<file path="src/rtl/seq_divider_pkg.sv">
// Shared types and widths for the sequential restoring divider.
// SEQ_DIVIDER_DIV_ZERO_EN (see seq_divider.sv) enables the zero-divisor fast path.
package seq_divider_pkg;

  localparam int unsigned DefaultN = 4;

  typedef enum logic [1:0] {
    StIdle = 2'd0,
    StRun  = 2'd1,
    StDone = 2'd2
  } state_e;

  // Step counter must reach 2N.
  function automatic int unsigned cnt_width(int unsigned n);
    return $clog2(2 * n + 1);
  endfunction

  localparam int unsigned DefaultCntW = cnt_width(DefaultN);

endpackage

</file>
<file path="src/rtl/seq_divider_if.sv">
// Start/done handshake and operand/result bundle for seq_divider.
interface seq_divider_if
  import seq_divider_pkg::*;
#(
  parameter int unsigned N = DefaultN
);

  logic             start;
  logic [2*N-1:0]   dividend;
  logic [N-1:0]     divisor;
  logic             busy;
  logic             done;
  logic [2*N-1:0]   quotient;
  logic [N-1:0]     remainder;
  logic             div_by_zero;

  modport master (
    output start, dividend, divisor,
    input  busy, done, quotient, remainder, div_by_zero
  );

  modport slave (
    input  start, dividend, divisor,
    output busy, done, quotient, remainder, div_by_zero
  );

endinterface

</file>
<file path="src/rtl/seq_divider_div_step.sv">
// One combinational restoring-division step: shift in a dividend bit, trial-subtract the divisor.
module seq_divider_div_step
  import seq_divider_pkg::*;
#(
  parameter int unsigned N = DefaultN
) (
  input  logic [N:0]   r_i,
  input  logic         bit_i,
  input  logic [N-1:0] divisor_i,
  output logic [N:0]   r_o,
  output logic         q_o
);

  logic [N:0] t;
  // R < divisor keeps the top bit clear, so only the low N bits feed the shift.
  logic       unused_r_msb;

  assign unused_r_msb = r_i[N];

  always_comb begin
    t = {r_i[N-1:0], bit_i};
    if (t >= {1'b0, divisor_i}) begin
      r_o = t - {1'b0, divisor_i};
      q_o = 1'b1;
    end else begin
      r_o = t;
      q_o = 1'b0;
    end
  end

endmodule

</file>
<file path="src/rtl/seq_divider.sv">
// Sequential restoring divider: 2N-bit dividend / N-bit divisor, one quotient bit per clock.
// Define SEQ_DIVIDER_DIV_ZERO_EN to short-circuit a zero divisor and raise div_by_zero.
module seq_divider
  import seq_divider_pkg::*;
#(
  parameter int unsigned N = DefaultN
) (
  input logic          clk,
  input logic          rst,
  seq_divider_if.slave bus
);

  localparam int unsigned W2   = 2 * N;
  localparam int unsigned CntW = cnt_width(N);

  state_e          state_q, state_d;
  logic [W2-1:0]   dvd_q, dvd_d;
  logic [W2-1:0]   qacc_q, qacc_d;
  logic [W2-1:0]   quot_q, quot_d;
  logic [N-1:0]    dvs_q, dvs_d;
  logic [N-1:0]    rem_q, rem_d;
  logic [N:0]      r_q, r_d, r_step;
  logic [CntW-1:0] cnt_q, cnt_d;
  logic            q_bit;
  logic            last_step;
  logic            zero_div;

  seq_divider_div_step #(
    .N(N)
  ) u_step (
    .r_i      (r_q),
    .bit_i    (dvd_q[W2-1]),
    .divisor_i(dvs_q),
    .r_o      (r_step),
    .q_o      (q_bit)
  );

  assign last_step = (cnt_q == CntW'(W2 - 1));

`ifdef SEQ_DIVIDER_DIV_ZERO_EN
  assign zero_div = (bus.divisor == '0);
`else
  assign zero_div = 1'b0;
`endif

  always_ff @(posedge clk) begin
    if (rst) begin
      state_q <= StIdle;
    end else begin
      state_q <= state_d;
    end
  end

  always_comb begin
    state_d = state_q;
    unique case (state_q)
      StIdle:  if (bus.start) state_d = zero_div ? StDone : StRun;
      StRun:   if (last_step) state_d = StDone;
      StDone:  state_d = StIdle;
      default: state_d = StIdle;
    endcase
  end

  always_comb begin
    bus.busy = (state_q == StRun);
    bus.done = (state_q == StDone);
  end

  always_comb begin
    dvd_d  = dvd_q;
    dvs_d  = dvs_q;
    r_d    = r_q;
    qacc_d = qacc_q;
    cnt_d  = cnt_q;
    quot_d = quot_q;
    rem_d  = rem_q;
    unique case (state_q)
      StIdle: begin
        if (bus.start) begin
          dvd_d  = bus.dividend;
          dvs_d  = bus.divisor;
          r_d    = '0;
          qacc_d = '0;
          cnt_d  = '0;
`ifdef SEQ_DIVIDER_DIV_ZERO_EN
          if (zero_div) begin
            quot_d = '1;
            rem_d  = bus.dividend[N-1:0];
          end
`endif
        end
      end
      StRun: begin
        dvd_d  = {dvd_q[W2-2:0], 1'b0};
        r_d    = r_step;
        qacc_d = {qacc_q[W2-2:0], q_bit};
        cnt_d  = cnt_q + 1'b1;
        // Results are published only on the edge into StDone.
        if (last_step) begin
          quot_d = {qacc_q[W2-2:0], q_bit};
          rem_d  = r_step[N-1:0];
        end
      end
      default: ;
    endcase
  end

  always_ff @(posedge clk) begin
    if (rst) begin
      dvd_q  <= '0;
      dvs_q  <= '0;
      r_q    <= '0;
      qacc_q <= '0;
      cnt_q  <= '0;
      quot_q <= '0;
      rem_q  <= '0;
    end else begin
      dvd_q  <= dvd_d;
      dvs_q  <= dvs_d;
      r_q    <= r_d;
      qacc_q <= qacc_d;
      cnt_q  <= cnt_d;
      quot_q <= quot_d;
      rem_q  <= rem_d;
    end
  end

  assign bus.quotient  = quot_q;
  assign bus.remainder = rem_q;

`ifdef SEQ_DIVIDER_DIV_ZERO_EN
  logic dbz_q, dbz_d;

  // Sticky until the next completion: set by a zero-divisor accept, cleared by a normal finish.
  always_comb begin
    dbz_d = dbz_q;
    if (state_q == StIdle && bus.start && zero_div) begin
      dbz_d = 1'b1;
    end else if (state_q == StRun && last_step) begin
      dbz_d = 1'b0;
    end
  end

  always_ff @(posedge clk) begin
    if (rst) begin
      dbz_q <= 1'b0;
    end else begin
      dbz_q <= dbz_d;
    end
  end

  assign bus.div_by_zero = dbz_q;
`else
  assign bus.div_by_zero = 1'b0;
`endif

endmodule

</file>
<file path="src/flat_wrapper.sv">
// flat-port wrapper written by rule: the top's interface ports become plain ports
module seq_divider_flat import seq_divider_pkg::*;
#(
  parameter int unsigned N = DefaultN
)
  (clk, rst, bus_start, bus_dividend, bus_divisor, bus_busy, bus_done, bus_quotient, bus_remainder, bus_div_by_zero);
  seq_divider_if #(.N(N)) bus_i ();
  input logic clk;
  input logic rst;
  input wire logic [$bits(bus_i.start)-1:0] bus_start;
  input wire logic [$bits(bus_i.dividend)-1:0] bus_dividend;
  input wire logic [$bits(bus_i.divisor)-1:0] bus_divisor;
  output wire logic [$bits(bus_i.busy)-1:0] bus_busy;
  output wire logic [$bits(bus_i.done)-1:0] bus_done;
  output wire logic [$bits(bus_i.quotient)-1:0] bus_quotient;
  output wire logic [$bits(bus_i.remainder)-1:0] bus_remainder;
  output wire logic [$bits(bus_i.div_by_zero)-1:0] bus_div_by_zero;
  assign bus_i.start = bus_start;
  assign bus_i.dividend = bus_dividend;
  assign bus_i.divisor = bus_divisor;
  assign bus_busy = bus_i.busy;
  assign bus_done = bus_i.done;
  assign bus_quotient = bus_i.quotient;
  assign bus_remainder = bus_i.remainder;
  assign bus_div_by_zero = bus_i.div_by_zero;
  seq_divider #(.N(N)) u_core (.clk(clk), .rst(rst), .bus(bus_i));
endmodule
</file>
<file path="config.mk">
export PLATFORM = sky130hd
export DESIGN_NAME = seq_divider_flat
export DESIGN_NICKNAME = d
export VERILOG_FILES = /design/src/rtl/seq_divider_pkg.sv /design/src/rtl/seq_divider_if.sv /design/src/rtl/seq_divider_div_step.sv /design/src/rtl/seq_divider.sv /design/src/flat_wrapper.sv
export SDC_FILE = /design/constraint.sdc
export NUM_CORES = 1
export LEC_CHECK = 0
export ABC_AREA = 1
export CAP_MARGIN = 40
export CORE_ASPECT_RATIO = 0.7
export CORE_UTILIZATION = 47
export DETAILED_ROUTE_END_ITERATION = 12
export PLACE_DENSITY_LB_ADDON = 0.05
export SYNTH_ARGS = -nofsm -noshare
export SYNTH_HDL_FRONTEND = slang
export SYNTH_SLANG_ARGS = --single-unit
</file>
<file path="constraint.sdc">
create_clock -name clk -period 1.61 [get_ports clk]
set_clock_uncertainty 0.1 [all_clocks]
set_input_delay 0.483 -clock clk [delete_from_list [all_inputs] [get_ports clk]]
set_output_delay 0.483 -clock clk [all_outputs]
set_load 0.02 [all_outputs]
</file>
==> results.md <==
- HPWL Detailed: 2.746 mm
- Seq/Total Area, Yosys: 45.05%
- IO Count: 30
- Synth Net Count: 264
- Non-filler cells, final: 342
- RSZ-0062 raised after global routing: true
- Reg2reg end: u_core.r_q[2]
- Total power: 2.265 mW
- Routed len/inst: 10.97 µm
- Post-Synthesis Cells: between 200 and 250
- Initial antenna violation count: 0
- Clock-pin slew on the worst setup and hold paths: 0.08 ns
- Asr flop ratio synth: 0%
- N_diodes: 0
- GRT overflow: 0
- Worst ir drop on vdd: 760.1 µV
- Max-cap violations: 0
- Final nets: around 310
- Crit Path Max Fanout: 5
- Adder-cell share of the synthesized area: 4.533%
- # rows: 18
- Yosys top cell by area: dfxtp_1
- Filler instances: 312
- First-pass GRT wire length: 6.382 mm
- Core box area: roughly 3600 µm²
- Compound-Gate Fraction of Synth Area: 11.68%
- Final hold viol count: 0
- # DRC: 0
- Yosys reg bits: 41
- Area fraction of the dominant cell type after synthesis: 45.05%
- Placed cell count: 333
- Simple-gate share of the synthesized area: between 20% and 30%
- WS Path Type: reg -> reg
- GRT Total Usage: about a fifth
- Gr busiest metal: met2
- 1st-pass router iterations: 4
- Starting Density: 50.56%
- Vias: 1633
- Hold Path End: u_core.dvd_q[5]
- Critical Path AT: approximately 1.7 ns
- Commonest cells in the netlist: nand2_1, dfxtp_1, a21oi_1
- Req. time, crit path: 1.74 ns
- Hold WC Path Type: reg -> reg
- DR iter-0 viols: 62
- Flop-to-flop setup slack: around 0.05 ns
- Min Hold Slack: about 0.37 ns
- P&R area growth vs syn: 33.10%
- Synth Area in XOR/XNOR: 0.4808%
- Met1 Use GR: 26.45%
- Largest net degree at the start of global routing: 25
- Worst reg2reg path depth: 12
- R2r startpoint: u_core.dvs_q[2]
- Die area: a little over 4000 µm²
- Clk_lat worst skew: between 0.2 and 0.3 ns
- CTS Buf Count: 5
- Cell area after synthesis: 1822 µm²
- Final Cell Area: 2425 µm²
- Fraction of layout cells with a size suffix above 1: 22.60%
- Synth top area cells: dfxtp_1, nand2_1, a21oi_1, nand3_1, inv_1
- Final total negative setup slack: 0 ns
- Crit path time final: roughly 1.6 ns
- Num Clock Sinks: 41
- Lkg Pwr: 1.129 nW
- Multi-input logic area: slightly above 900 µm²
- TritonCTS clock tree: built
- Status: finished, final reports clean
- Hold_sp: u_core.dvd_q[5]
- Fmax: 641.3 MHz
- CTS HTree Levels: 2
- Clock tree buffer depth: 2
- Placement Setup Slack: -0.1743 ns
- Slew Viols, Final: 0
- Root Buffer Master: clkbuf_8
- Dpl cell area: about 2300 µm²
- YS warnings: 0
- Netlist cell types: 32
- IO Port Bufs: 28
- Vias in the first global route: between 1000 and 1500
- Grt met3 use: 4.576%
- Antenna viol nets, final: 0
- Cts hold-fix bufs: 0
- Largest family of logic cells by synthesized area: simple AND/OR/NAND/NOR gates
- GR Layer Usage met2: about a third
- Final WL: 3.752 mm
- Die H: 54.09 µm
- GP Congestion: 0.7821
- Critical Path Source Type: flop
- Final worst slack: 0.05074 ns
- Util after Layout: 67.29%
- Die W: about 76 µm
- Final setup violating endpoints: 0
- Mux share of post-synthesis cell area: 0%
- Mean Syn Cell Area: 7.497 µm²
- Vias per cell: 4.775
- Most common cell in the netlist: nand2_1
- Hold Path Stages: 2
- Post-synth top flop: dfxtp_1
- CP endpoint kind: flop
- Register area: 827.0 µm²
- Final Cycle Share: 96.85%
- Pwr Density: 934.1 nW/µm²
- Post-synth EDFFs: 0
## repair_timing
| action | CTS | global route |
|---|---|---|
| setup endpoints to repair | 18 | 11 |
| resized for setup | 25 | 14 |
| hold endpoints to repair | 0 | 0 |
| setup buffers | 0 | 1 |
| pin swaps | 4 | 10 |
## layer usage
| layer | vias up | wire length [µm] | part of all wire [%] |
|---|---|---|---|
| met4 | 0 | 46 | 1.2 |
| met3 | 7 | 142 | 3.8 |
| met2 | 35 | 1578 | 42 |
| met1 | 731 | 1986 | 53 |
| met5 | - | 0 | 0 |
| li1 | 860 | - | - |
## worst max-delay path by stage
stage / startpoint / end / cells past startpoint
floorplan: u_core.dvd_q[7] / u_core.bus.remainder[2] / 9
global placement: bus_start / u_core.dvd_q[1] / 8
detailed placement: bus_start / u_core.dvd_q[1] / 8
CTS: u_core.bus.quotient[2] / bus_quotient[2] / 1
global route: u_core.dvs_q[2] / u_core.r_q[2] / 12
finish: u_core.dvs_q[2] / u_core.r_q[2] / 12
## critical path: stages, from the launching register on
cell,delay (ns)
dfxtp_2,0.32
inv_2,0.04
ha_4,0.29
nand2_2,0.05
inv_1,0.05
nand2_1,0.06
nand2_2,0.07
nand2_4,0.07
nand2_4,0.10
nand2_1,0.06
nand2_2,0.09
nand2_2,0.06
a21oi_2,0.13
## power breakdown
part | switching [mW] | internal [mW] | leakage (nW)
combinational | 0.284 | 0.240 | 0.750
clock | 0.362 | 0.299 | 0.0439
sequential | 0.0256 | 1.05 | 0.335
total | 0.672 | 1.59 | 1.13
## cell type report
cell class / instances / share of cell area [%]
timing repair buffer: 49 / 18.21
sequential: 41 / 34.11
multi-input combinational: 169 / 37.51
clock inverter: 3 / 0.7224
tap: 50 / 2.580
inverter: 25 / 4.025
clock buffer: 5 / 2.838
## sequential cells by signal (all words and copies together) (netlist names)
signal / cells
u_core.state_q: 2
u_core.dvs_q: 4
u_core.dvd_q: 8
u_core.r_q: 4
u_core.qacc_q: 7
u_core.bus.remainder: 4
u_core.cnt_q: 4
u_core.bus.quotient: 8
## cell usage in the layout, fill, tap and decap left out, types with 2 or more instances in the layout
cell type,n
nor2_1,14
inv_2,8
nand2_2,6
ha_1,2
dfxtp_1,36
nand2_1,79
a21oi_2,2
o21ai_0,8
clkdlybuf4s50_1,14
clkinv_2,3
nand2_4,3
o21ai_1,2
clkbuf_8,5
a31oi_1,3
inv_1,14
ha_4,3
dlygate4sd2_1,12
buf_4,18
a21oi_1,19
nand3_1,16
buf_12,2
buf_2,2
dfxtp_2,5
## cell families after synthesis
logic type / Yosys count
AND/OR/NAND/NOR: 124
AO/OA/AOI/OAI: 37
flip-flops: 41
buffers and inverters: 33
adder cells (fa/ha/maj): 6
XOR/XNOR: 1
other: 1
No activity file was read; power rests on OpenSTA's default activity.
